<file path="config.mk">
export PLATFORM = sky130hd
export DESIGN_NAME = ahb_quota_arbiter
export DESIGN_NICKNAME = d
export VERILOG_FILES = /design/src/rtl/ahb_arb_pkg.sv /design/src/rtl/ahb_rr_pick.sv /design/src/rtl/ahb_quota_arbiter.sv
export SDC_FILE = /design/constraint.sdc
export NUM_CORES = 1
export LEC_CHECK = 0
export CAP_MARGIN = 20
export CORE_MARGIN = 4
export CORE_UTILIZATION = 50
export DETAILED_ROUTE_END_ITERATION = 8
export PLACE_DENSITY = 0.75
export SKIP_CTS_REPAIR_TIMING = 1
export SYNTH_ARGS = -nofsm -noshare
export SYNTH_HDL_FRONTEND = slang
export SYNTH_SLANG_ARGS = --single-unit
</file>
<file path="constraint.sdc">
create_clock -name HCLK -period 5.7 [get_ports HCLK]
set_input_delay 1.14 -clock HCLK [delete_from_list [all_inputs] [get_ports HCLK]]
set_output_delay 1.14 -clock HCLK [all_outputs]
set_load 0.02 [all_outputs]
</file>
<file path="src/rtl/ahb_arb_pkg.sv">
`default_nettype none
// ============================================================================
// ahb_arb_pkg: arbiter state type, AHB HTRANS/HRESP encodings, one-hot helper.
// Rev 1.0
// ============================================================================
package ahb_arb_pkg;

   typedef enum logic [1:0] {
      DFLT = 2'd0,
      OWN  = 2'd1,
      LOCK = 2'd2
   } arb_state_e;

   localparam logic [1:0] HTRANS_IDLE   = 2'b00;
   localparam logic [1:0] HTRANS_BUSY   = 2'b01;
   localparam logic [1:0] HTRANS_NONSEQ = 2'b10;
   localparam logic [1:0] HTRANS_SEQ    = 2'b11;

   localparam logic [1:0] HRESP_OKAY    = 2'b00;
   localparam logic [1:0] HRESP_ERROR   = 2'b01;
   localparam logic [1:0] HRESP_RETRY   = 2'b10;
   localparam logic [1:0] HRESP_SPLIT   = 2'b11;

   // OR-reduction encoder; only meaningful for a one-hot input.
   function automatic logic [3:0] onehot2idx(input logic [15:0] oh);
      logic [3:0] idx;
      idx = '0;
      for (int i = 0; i < 16; i++) begin
         if (oh[i]) idx = idx | 4'(i);
      end
      return idx;
   endfunction

endpackage
`default_nettype wire

</file>
<file path="src/rtl/ahb_rr_pick.sv">
`default_nettype none
// ============================================================================
// ahb_rr_pick: rotate-priority find-first, searching upward from ptr+1 with wrap.
// Rev 1.0
// ============================================================================
module ahb_rr_pick #(
   parameter int NUM_MASTERS = 16
) (
   input  logic [15:0] req,
   input  logic [3:0]  ptr,
   output logic [3:0]  idx,
   output logic        valid
);

   logic [3:0] cand;

   always_comb begin
      idx   = '0;
      valid = 1'b0;
      cand  = '0;
      // Offset NUM_MASTERS lands back on ptr itself, so it is searched last.
      for (int off = 1; off <= NUM_MASTERS; off++) begin
         cand = 4'((int'(ptr) + off) % NUM_MASTERS);
         if (!valid && req[cand]) begin
            valid = 1'b1;
            idx   = cand;
         end
      end
   end

endmodule
`default_nettype wire

</file>
<file path="src/rtl/ahb_quota_arbiter.sv">
`default_nettype none
// ============================================================================
// ahb_quota_arbiter: round-robin AHB arbiter with per-tenure beat quota and HLOCK.
// Split tracking enabled by defining AHB_QUOTA_ARB_SPLIT_EN.  Rev 1.0
// ============================================================================
module ahb_quota_arbiter
   import ahb_arb_pkg::*;
#(
   parameter int NUM_MASTERS    = 16,
   parameter int QUOTA          = 8,
   parameter int DEFAULT_MASTER = 0
) (
   input  logic        HCLK,
   input  logic        HRESETn,
   input  logic [15:0] HBUSREQx,
   input  logic [15:0] HLOCKx,
   input  logic [1:0]  HTRANS,
   input  logic        HREADY,
   input  logic [1:0]  HRESP,
   input  logic [15:0] HSPLIT,
   output logic [15:0] HGRANTx,
   output logic [3:0]  HMASTER,
   output logic        HMASTLOCK
);

   localparam logic [15:0] MASTER_MASK = (NUM_MASTERS >= 16) ? 16'hFFFF
                                       : 16'((32'd1 << NUM_MASTERS) - 32'd1);
   localparam logic [3:0]  DEF_IDX     = 4'(DEFAULT_MASTER);
   localparam logic [7:0]  QUOTA_MAX   = 8'(QUOTA);

   arb_state_e  state, state_nxt;
   logic [3:0]  grant_idx, grant_nxt;
   logic [3:0]  rr_ptr, ptr_nxt;
   logic [7:0]  beat_cnt, beat_nxt;
   logic [15:0] split_mask;
   logic [15:0] valid_req, pick_req;
   logic [3:0]  pick_idx;
   logic        pick_valid;
   logic        owner_masked, arb_point, beat_hit;

   assign HGRANTx = 16'(1) << grant_idx;

`ifdef AHB_QUOTA_ARB_SPLIT_EN
   logic [15:0] split_set;

   always_comb begin
      split_set = '0;
      if (!HREADY && HRESP == HRESP_SPLIT) split_set[HMASTER] = 1'b1;
   end

   // Release wins over a same-cycle SPLIT response.
   always_ff @(posedge HCLK or negedge HRESETn) begin
      if (!HRESETn) split_mask <= '0;
      else          split_mask <= (split_mask | split_set) & ~HSPLIT & MASTER_MASK;
   end
`else
   logic unused_split_inputs;
   assign unused_split_inputs = ^{HRESP, HSPLIT};
   assign split_mask          = '0;
`endif

   always_comb begin
      valid_req = HBUSREQx & MASTER_MASK & ~split_mask;
      pick_req  = valid_req;
      // The owner is a candidate again only if nobody else is asking.
      if (state != DFLT) pick_req[grant_idx] = 1'b0;
   end

   ahb_rr_pick #(
      .NUM_MASTERS (NUM_MASTERS)
   ) u_pick (
      .req   (pick_req),
      .ptr   (rr_ptr),
      .idx   (pick_idx),
      .valid (pick_valid)
   );

   assign owner_masked = (state != DFLT) && split_mask[grant_idx];
   assign arb_point    = HREADY && (owner_masked ||
                         (state != LOCK && (state == DFLT || !valid_req[grant_idx] ||
                                            beat_cnt == QUOTA_MAX)));
   assign beat_hit     = (HTRANS == HTRANS_NONSEQ || HTRANS == HTRANS_SEQ) &&
                         (HMASTER == grant_idx) && (beat_cnt != QUOTA_MAX);

   always_comb begin
      state_nxt = state;
      grant_nxt = grant_idx;
      ptr_nxt   = rr_ptr;
      beat_nxt  = beat_cnt;
      if (HREADY) begin
         if (beat_hit) beat_nxt = beat_cnt + 8'd1;
         if (arb_point) begin
            beat_nxt = '0;
            if (pick_valid) begin
               grant_nxt = pick_idx;
               ptr_nxt   = pick_idx;
               state_nxt = HLOCKx[pick_idx] ? LOCK : OWN;
            end else if (state != DFLT && valid_req[grant_idx]) begin
               ptr_nxt   = grant_idx;
               state_nxt = HLOCKx[grant_idx] ? LOCK : OWN;
            end else begin
               grant_nxt = DEF_IDX;
               state_nxt = DFLT;
            end
         end else if (state == LOCK && !HLOCKx[grant_idx]) begin
            // Lock released: one more edge for the final locked data phase.
            state_nxt = OWN;
         end
      end
   end

   always_ff @(posedge HCLK or negedge HRESETn) begin
      if (!HRESETn) begin
         state     <= DFLT;
         grant_idx <= DEF_IDX;
         rr_ptr    <= DEF_IDX;
         beat_cnt  <= '0;
         HMASTER   <= DEF_IDX;
         HMASTLOCK <= 1'b0;
      end else begin
         state     <= state_nxt;
         grant_idx <= grant_nxt;
         rr_ptr    <= ptr_nxt;
         beat_cnt  <= beat_nxt;
         if (HREADY) begin
            HMASTER   <= onehot2idx(HGRANTx);
            HMASTLOCK <= (state == LOCK);
         end
      end
   end

endmodule
`default_nettype wire

</file>
* Word-level counts from Yosys, hierarchy flattened *
Memory sizes are Yosys's and may differ from the RTL's.
Cells that the tools add are included.
Widths: inputs -> output; s select.

word-level totals
  bits in registers = 23
  latch bits = 0
  RAM bits = 0
  memory bits (read-only) = 16
  output and inout port bits = 21
  logic and storage cells = 208
  memories = 1

memory list
  memory           words  bits a word  read ports  clocked after Yosys merged registers in  wr ports  line                     RTL
  (no name shown)  16     1            1           0                                        0         ahb_quota_arbiter.sv:78  assign owner_masked = (state != DFLT) && split_mask[grant_idx];

cells by class
  add/sub/neg operators = 17
  multipliers = 0
  divide/modulo/power cells = 0
  magnitude comparators = 19
  equality and inequality tests = 8
  shift operators = 1
  muxes and demuxes = 101
  bitwise logic cells = 2
  reduce and logical (&&, ||, !) cells = 53

operators with widths
  cell                  count
  $mux 4                28
  $lt 4x5->1 const B    18
  $bmux 1 s4            19
  $mux 1                38
  $add 4x4->4 const B   8
  $logic_and 1x1->1     23
  $logic_not 1->1       17
  $add 4x3->4 const B   4
  $and 16x16->16        1
  $mux 16               1
  $mux 2                8
  $mux 8                2
  $not 16->16           1
  $shl 1x4->16 const A  1
  $mux 3                4
  $add 4x1->4 const B   2
  $add 4x2->4 const B   2
  $add 8x1->8 const B   1
  $eq 8x4->1 const B    1
  $ne 8x4->1 const B    1
  $reduce_bool 2->1     4
  $eq 2x2->1 const B    3
  $reduce_and 3->1      2
  $demux 1 s4           1
  other kinds (6)       11

* Logic depth before layout (Yosys ltp) *
Gate-level depths: netlist of the first run.

  depth in word-level cells = 60
  mapped depth = 19

* Hierarchy *
A second synthesis of the first run with hierarchy kept.

second synthesis, totals
  cells, all modules = 489
  area, all modules = 4400.5 um2

by module, submodules not included
  module             instances  cells an instance  area an instance (um2)  seq. area each (um2)
  ahb_rr_pick        1          294                2531.2                  0.0
  ahb_quota_arbiter  1          195                1869.3                  575.6

* Least setup slack after synthesis of the first run *
No wires, ideal clock.

  kind = register to register
  start point = register rr_ptr[1]
  end point = register state[1]
  setup time = 0.120 ns
  arrival time = 4.881 ns
  path slack = 0.699 ns
  cell stages (with the launch flop) = 19
  path through = dfrtp_1 buf_2 buf_2 inv_1 ha_1 buf_2 xor2_2 mux2i_1 and2_1 mux4_2 nor3_4 nand3_2 buf_6 nor3_1 nor4_2 a31oi_4 mux4_1 or4b_1 a41o_1

between the ends
  longest elaborated chain between the ends = 54
  elaborated cells between the ends (all ways) = 115

RTL lines
  what                          line                      RTL
  from (decl)                   ahb_quota_arbiter.sv:33   logic [3:0] rr_ptr, ptr_nxt;
  from (signal assigned)        ahb_quota_arbiter.sv:123  rr_ptr <= ptr_nxt;
  $add 4x1->4                   ahb_rr_pick.sv:23         cand = 4'((int'(ptr) + off) % NUM_MASTERS);
  $bmux 1 s4                    ahb_rr_pick.sv:24         if (!valid && req[cand]) begin
  $mux 1 (implied by the code)  ahb_rr_pick.sv:24
  $mux 1                        ahb_rr_pick.sv:24
  $logic_not 1->1               ahb_rr_pick.sv:24
  $logic_and 1x1->1             ahb_rr_pick.sv:24
  $mux 1                        ahb_rr_pick.sv:24
  $logic_not 1->1               ahb_rr_pick.sv:24
  [38 not listed]               --
  $logic_not 1->1               ahb_rr_pick.sv:24
  $logic_and 1x1->1             ahb_rr_pick.sv:24
  $mux 4                        ahb_rr_pick.sv:24
  $bmux 1 s4                    ahb_quota_arbiter.sv:97   state_nxt = HLOCKx[pick_idx] ? LOCK : OWN;
  $mux 1 (implied by the code)  ahb_quota_arbiter.sv:97
  $mux 2                        ahb_quota_arbiter.sv:97
  $mux 2 (*)                    ahb_quota_arbiter.sv:94   if (pick_valid) begin
  $mux 2 (*)                    ahb_quota_arbiter.sv:92   if (arb_point) begin
  to (signal assigned)          ahb_quota_arbiter.sv:121  state <= state_nxt;
  to (decl)                     ahb_quota_arbiter.sv:31   arb_state_e state, state_nxt;

Every way passes the cells marked *; elsewhere a longest branch is shown, timed or not. The select of a mux whose other input is x is not followed.
A chain may end at the register's enable or synchronous reset.

* Final worst setup path of the first run *
  start point = register rr_ptr[0]
  end point = register state[1]

Same word-level chain as after synthesis.

==> flow_summary.yaml, run 1 <==
cells_and_area:
  nets: 669
  drive_gt1_frac: 0.184
  syn_to_final_growth_pct: 18.0
  insertedDiodeCount: 0
synthesis:
  synthFlopType: "dfrtp_1"
  synth_top_family_by_area: "multiplexers"
  ys_seq_area_frac: 0.122
  synthesis.nets: 604
  async_flop_share: 1.00
  synthXorXnorAreaFrac: 0.0742
  synth_cells: 540
  yosysUniqueCellTypes: 94
  synthSimpleGateAreaFrac: 0.223
  synth_edf_count: 0
  synthMuxAreaShare: 0.252
  avgSynthCellArea_um2: 8.71
  ys_warn_count: 0
  netlist_area_mm2: 0.00470
  ys_ff_latch: 23
  synth_compound_area_frac: 0.243
  synth_fa_ha_area_frac: 0.0239
timing:
  tightestPinTransition_ns: 1.25
  slew_violations: 0
  period_minus_slack_ns: 5.53
  rsz0062_at_grt: "false"
  fin_ws_ns: 0.171
  tns_ns: 0
  hold_violations: 0
  fin_hold_ws_ns: 0.559
  clock.fmax_mhz: 181
  relSlewSlack: 0.153
  fin_worst_skew_ns: 0.00787
  setup_violations: 0
  period_share: 0.970
drt:
  detail_route.iter0.violations: 482
  num_vias: 5006
  final_antenna_net_count: 0
  routedWlPerCell_um: 21.6
  drc_errors: 0
  drt-vias-per-instance: 7.00
  dr.pass1.iters: 7
  wirelength_mm: 15.5
floorplanning:
  rows: 35
  core_area_mm2: 0.00920
  die_width_um: 105
  die_height_um: 105
  start_util: 0.511
  dieArea_mm2: 0.0110
  io_pins: 76
grt:
  grt_max_degree: 25
  grt_pass1_vias: 4741
  grt_overflow: 0
  grt_pass1_wl_mm: 24.8
  grtUsageTotal: 0.273
  antenna_found_initial: 0
clock_tree:
  cts.htree.levels: 1
  clk_pin_slew_worst_paths_ns: 0.08
  cts-root-buf: "clkbuf_8"
  cts_buffer_depth: 2
  clk_latency_ns: 0.26
  clock_sinks: 23
  numCtsBuffers: 3
  cts_tree: "done"
job:
  max-cap-violations: 0
worst_setup_path:
  setup.worst_path.start: "rr_ptr[0]"
  path_max_fanout: 24
  critPathMaxStageDelay_ns: 1.13
  required_ns: 5.85
  worst_setup_path_start_kind: "flip-flop"
  crit_top_cell: "buf_4"
  critPathBufInv: 3
  worstSetupPathType: "flip-flop to flip-flop"
  crit_chain: "buf_4 -> xor2_2 -> o41ai_1 -> mux4_2 -> inv_2 -> nor3_4 -> nand4_1 -> nor3_1 -> nor4_2 -> a31oi_4 -> buf_4 -> mux4_1 -> or3_1 -> a41o_1"
  crit_arrival_ns: 5.68
  reg2reg_from: "rr_ptr[0]"
  endpoint_kind: "flip-flop"
  cp_top_family: "compound AO/OA/AOI/OAI gates"
  critPathSlowestCell: "o41ai_1"
placed_design:
  portBuffers: 56
  gp_congestion: 1.02
  pre_cts_slack_ns: 0.0995
  post-dp-hpwl_mm: 12.1
worst_hold_path:
  hold_path.class: "flip-flop to flip-flop"
  min_from: "beat_cnt[7]"
outcome:
  outcome: "finished, final reports clean"
-- worst register-to-register path, cell delays in order (launching register included) --
cell and delay [ns]:
dfrtp_1 0.47, buf_4 0.40, xor2_2 0.21, o41ai_1 1.13, mux4_2 0.56, inv_2 0.10
nor3_4 0.22, nand4_1 0.28, nor3_1 0.40, nor4_2 0.12, a31oi_4 0.19, buf_4 0.19
mux4_1 0.55, or3_1 0.38, a41o_1 0.22
-- flip-flops by register name (all words and copies together) (netlist names) --
signal / cells
beat_cnt: 8
HMASTER: 4
grant_idx: 4
rr_ptr: 4
state: 2
HMASTLOCK: 1
-- final cells by class --
| class | count | area [um^2] |
|---|---|---|
| Inverter | 21 | 78.8 |
| Multi-Input combinational cell | 461 | 3850 |
| Sequential cell | 23 | 576 |
| Tap cell | 111 | 139 |
| Timing Repair Buffer | 95 | 861 |
| Clock inverter | 1 | 5.00 |
| Fill cell | 784 | 3650 |
| Clock buffer | 3 | 41.3 |
-- cells in the final DEF, fill, tap and decap left out, types with 9 or more instances in the layout --
master            n
dfrtp_1          23
mux4_1           10
nand2_1          47
buf_4            38
a21oi_1          16
nor2_1           44
nand3_1          16
inv_1            17
nor4_1           13
xor2_1           12
mux2_2           13
mux4_2           22
a31oi_1          10
xnor2_1          15
ha_1              9
mux2i_1          28
nor3_1           25
clkdlybuf4s50_1  56
o21ai_0          20
-- logic make-up after synthesis --
logic type               after synthesis
adder cells (fa/ha/maj)                9
flip-flops                            23
AO/OA/AOI/OAI                        144
XOR/XNOR                              33
buffers and inverters                 56
AND/OR/NAND/NOR                      202
multiplexers                          73
-- path summary, 6_finish.rpt --
path                                     to  slack, ns  cells after the start
min in group asynchronous       beat_cnt[6]       1.09                      1
worst min register to register  beat_cnt[7]       0.56                      2
max in group asynchronous          state[1]       4.21                      2
worst min-delay path            beat_cnt[7]       0.56                      2
worst max-delay path               state[1]       0.17                     14
worst max register to register     state[1]       0.17                     14
-- per-layer routing --
metal  up-vias  track usage  part of all wire
met2       316        0.441              0.47
li1       2267            -                 -
met4         0       0.0609             0.024
met1      2379        0.392              0.42
met3        44       0.0309             0.090
met5         -            0                 0
-- per-stage QoR --
step                      instance area [um^2]  std cells   util
after floorplan                           4700        540      -
after global placement                    5480        710  0.596
after detailed placement                  5480        710  0.596
after CTS                                 5530        714  0.601
after global routing                      5550        715  0.603
final                                     5550        715  0.603
-- Yosys cell counts (8+ instances only) --
master	instances	share of area
nor3_1	25	0.027
xor2_1	12	0.022
clkbuf_1	15	0.012
xnor2_1	15	0.028
a31oi_1	10	0.013
nand3_1	16	0.017
dfrtp_1	23	0.12
nor4_1	13	0.017
ha_1	9	0.024
inv_1	17	0.014
nor2_1	44	0.035
mux2i_1	28	0.060
mux4_1	10	0.056
nand2_1	47	0.038
nand2b_1	8	0.011
buf_2	9	0.0096
o21ai_0	20	0.021
a21oi_1	16	0.017
nand4_1	8	0.011
mux4_2	22	0.11
mux2_2	13	0.031
o22ai_1	8	0.011
Power of run 1 is not shown: default switching activity piles up to over one toggle a cycle in this logic, so the estimate is an artifact.
==> run 2, diff against run 1 <==
ABC_AREA = 1   (was default)
PLACE_DENSITY = 0.77   (was 0.75)
==> run 2 against run 1 <==
Compared with the run above: sequential share of layout area up 2.0 points; utilization down 0.31 points; cell area down 16%; worst setup slack better by 1.2 ns; critical path depth up 10; largest cell class unchanged.
==> flow_summary.yaml, run 2 <==
outcome:
  outcome: "finished, final reports clean"
cells_and_area:
  fin_util: 0.600
  ff_latch_area_um2: 576
  multi_input_area_mm2: 0.00290
  drive_gt1_frac: 0.139
  mostFrequentLayoutCell: "nand2_1"
  largest_register: "beat_cnt"
  nFillCells: 770
  syn_to_final_growth_pct: 16.5
  insertedDiodeCount: 0
  stdcell_area_mm2: 0.00466
  nets: 748
  largest_reg_flops: 8
  layout_common_cells: "nand2_1 (152), nand3_1 (130), inv_1 (78)"
floorplanning:
  dieArea_mm2: 0.00950
  start_util: 0.515
  rows: 32
  die_width_um: 97.5
  die_height_um: 97.5
  io_pins: 76
  core_area_mm2: 0.00777
worst_setup_path:
  crit_path_end: "state[0]"
  endpoint_kind: "flip-flop"
  r2r_cells: 24
  worstSetupPathType: "flip-flop to flip-flop"
  crit_arrival_ns: 4.49
  ff2ff_setup_slack_ns: 1.37
  r2r-end: "state[0]"
  worst_setup_path_start_kind: "flip-flop"
  reg2reg_from: "rr_ptr[1]"
  path_max_fanout: 15
  required_ns: 5.87
  setup.worst_path.start: "rr_ptr[1]"
synthesis:
  synth_cells: 637
  ys_seq_area_frac: 0.144
  yosys.area.top_type: "nand3_1"
  ys_top_cells_by_count: "nand2_1 (152), nand3_1 (130), inv_1 (78)"
  synthTopCellsByArea: "nand3_1 (16%), dfrtp_1 (14%), nand2_1 (14%)"
  synth_edf_count: 0
  ys_ff_latch: 23
  synthesis.nets: 701
  synth_most_common_cell: "nand2_1"
  yosysUniqueCellTypes: 46
  netlist_area_mm2: 0.00400
  avgSynthCellArea_um2: 6.28
  synth_top_cell_area_share: 0.163
  synthFlopType: "dfrtp_1"
  async_flop_share: 1.00
  ys_warn_count: 0
timing:
  relSlewSlack: 0.472
  rsz0062_at_grt: "false"
  setup_violations: 0
  slew_violations: 0
  clock.fmax_mhz: 231
  tns_ns: 0
  period_minus_slack_ns: 4.33
  period_share: 0.759
  hold_violations: 0
  fin_worst_skew_ns: 0.00169
  tightestPinTransition_ns: 0.783
  fin_hold_ws_ns: 0.514
job:
  max-cap-violations: 0
drt:
  final_antenna_net_count: 0
  drt-vias-per-instance: 5.74
  wirelength_mm: 12.0
  drc_errors: 0
  num_vias: 4506
  detail_route.iter0.violations: 376
  routedWlPerCell_um: 15.2
  dr.pass1.iters: 5
placed_design:
  gp_congestion: 0.975
  portBuffers: 56
  post-dp-hpwl_mm: 9.61
  place_area_mm2: 0.00459
clock_tree:
  cts-root-buf: "clkbuf_8"
  cts_tree: "done"
  clk_latency_ns: 0.26
  clock_sinks: 23
  numCtsBuffers: 3
  clk_pin_slew_worst_paths_ns: 0.08
  cts_buffer_depth: 2
  cts.htree.levels: 1
grt:
  grt_pass1_vias: 4238
  grt_overflow: 0
  grt_max_degree: 24
  grtUsageTotal: 0.251
  antenna_found_initial: 0
  grt_pass1_wl_mm: 20.3
worst_hold_path:
  holdPathStages: 2
  hold_path.class: "flip-flop to flip-flop"
[run 2: changes by cell type in the layout (fill, tap and decap cells not counted), moves of 19 or more]
| cell | delta |
|---|---|
| nand3_1 | +114 |
| nand2_1 | +105 |
| inv_1 | +61 |
| buf_4 | -34 |
| mux2i_1 | -28 |
| nand3_2 | +28 |
| mux4_2 | -22 |
| nor3_1 | -19 |
[run 2: critical path, cell delays in order (launching register included)]
cell	delay [ns]
dfrtp_1	0.75
inv_1	0.13
ha_1	0.43
inv_1	0.36
nand3_1	0.17
nand3_1	0.17
nand3_2	0.13
nand2_4	0.14
nand3_4	0.10
nor2_8	0.13
nand4_4	0.12
nor3_2	0.26
nand3_1	0.21
nand4_1	0.15
nor2_1	0.06
nand3_2	0.20
nand2_4	0.12
nand2_1	0.08
nand3_1	0.09
nand3_1	0.09
nand2_1	0.06
nand2_1	0.08
nand3_1	0.07
nand2_1	0.06
inv_1	0.04
[run 2: area by class of cell]
class                      instances  share of cell area
tap                              102              0.0274
timing repair buffer              61               0.133
clock buffer                       4             0.00966
inverter                          99              0.0848
multi-input combinational        496               0.622
sequential                        23               0.123
[run 2: logic make-up after synthesis]
logic type                 Yosys count  synth area share
and+or+nand+nor                    403             0.560
buffers and inverters              118             0.132
AOI/OAI and AO/OA                   78             0.122
DFF                                 23             0.144
adders and majority gates            9            0.0281
xor gates and xnor gates             6            0.0150
[run 2: metal layers]
layer  part of all wire  vias up  GRT usage
li1                   -     2241          -
met4              0.018        0     0.0660
met5                  0        -          0
met3              0.068       19     0.0187
met2               0.46      165      0.412
met1               0.45     2081      0.357
[run 2: worst min path at each step]
stage               slack [ns]      from       end
floorplan                 0.47  state[1]  state[1]
global placement          0.49  state[1]  state[1]
detailed placement        0.50  state[1]  state[1]
CTS                       0.51  state[1]  state[1]
global route              0.53  state[1]  state[1]
finish                    0.51  state[1]  state[1]
[run 2: per-stage QoR]
step	setup WS, ns	std cells
after global placement	1.39	780
after CTS	1.43	784
final	1.37	785
after detailed placement	1.34	780
after floorplan	2.07	637
after global routing	1.02	785
Power of run 2 is left out for the same reason.
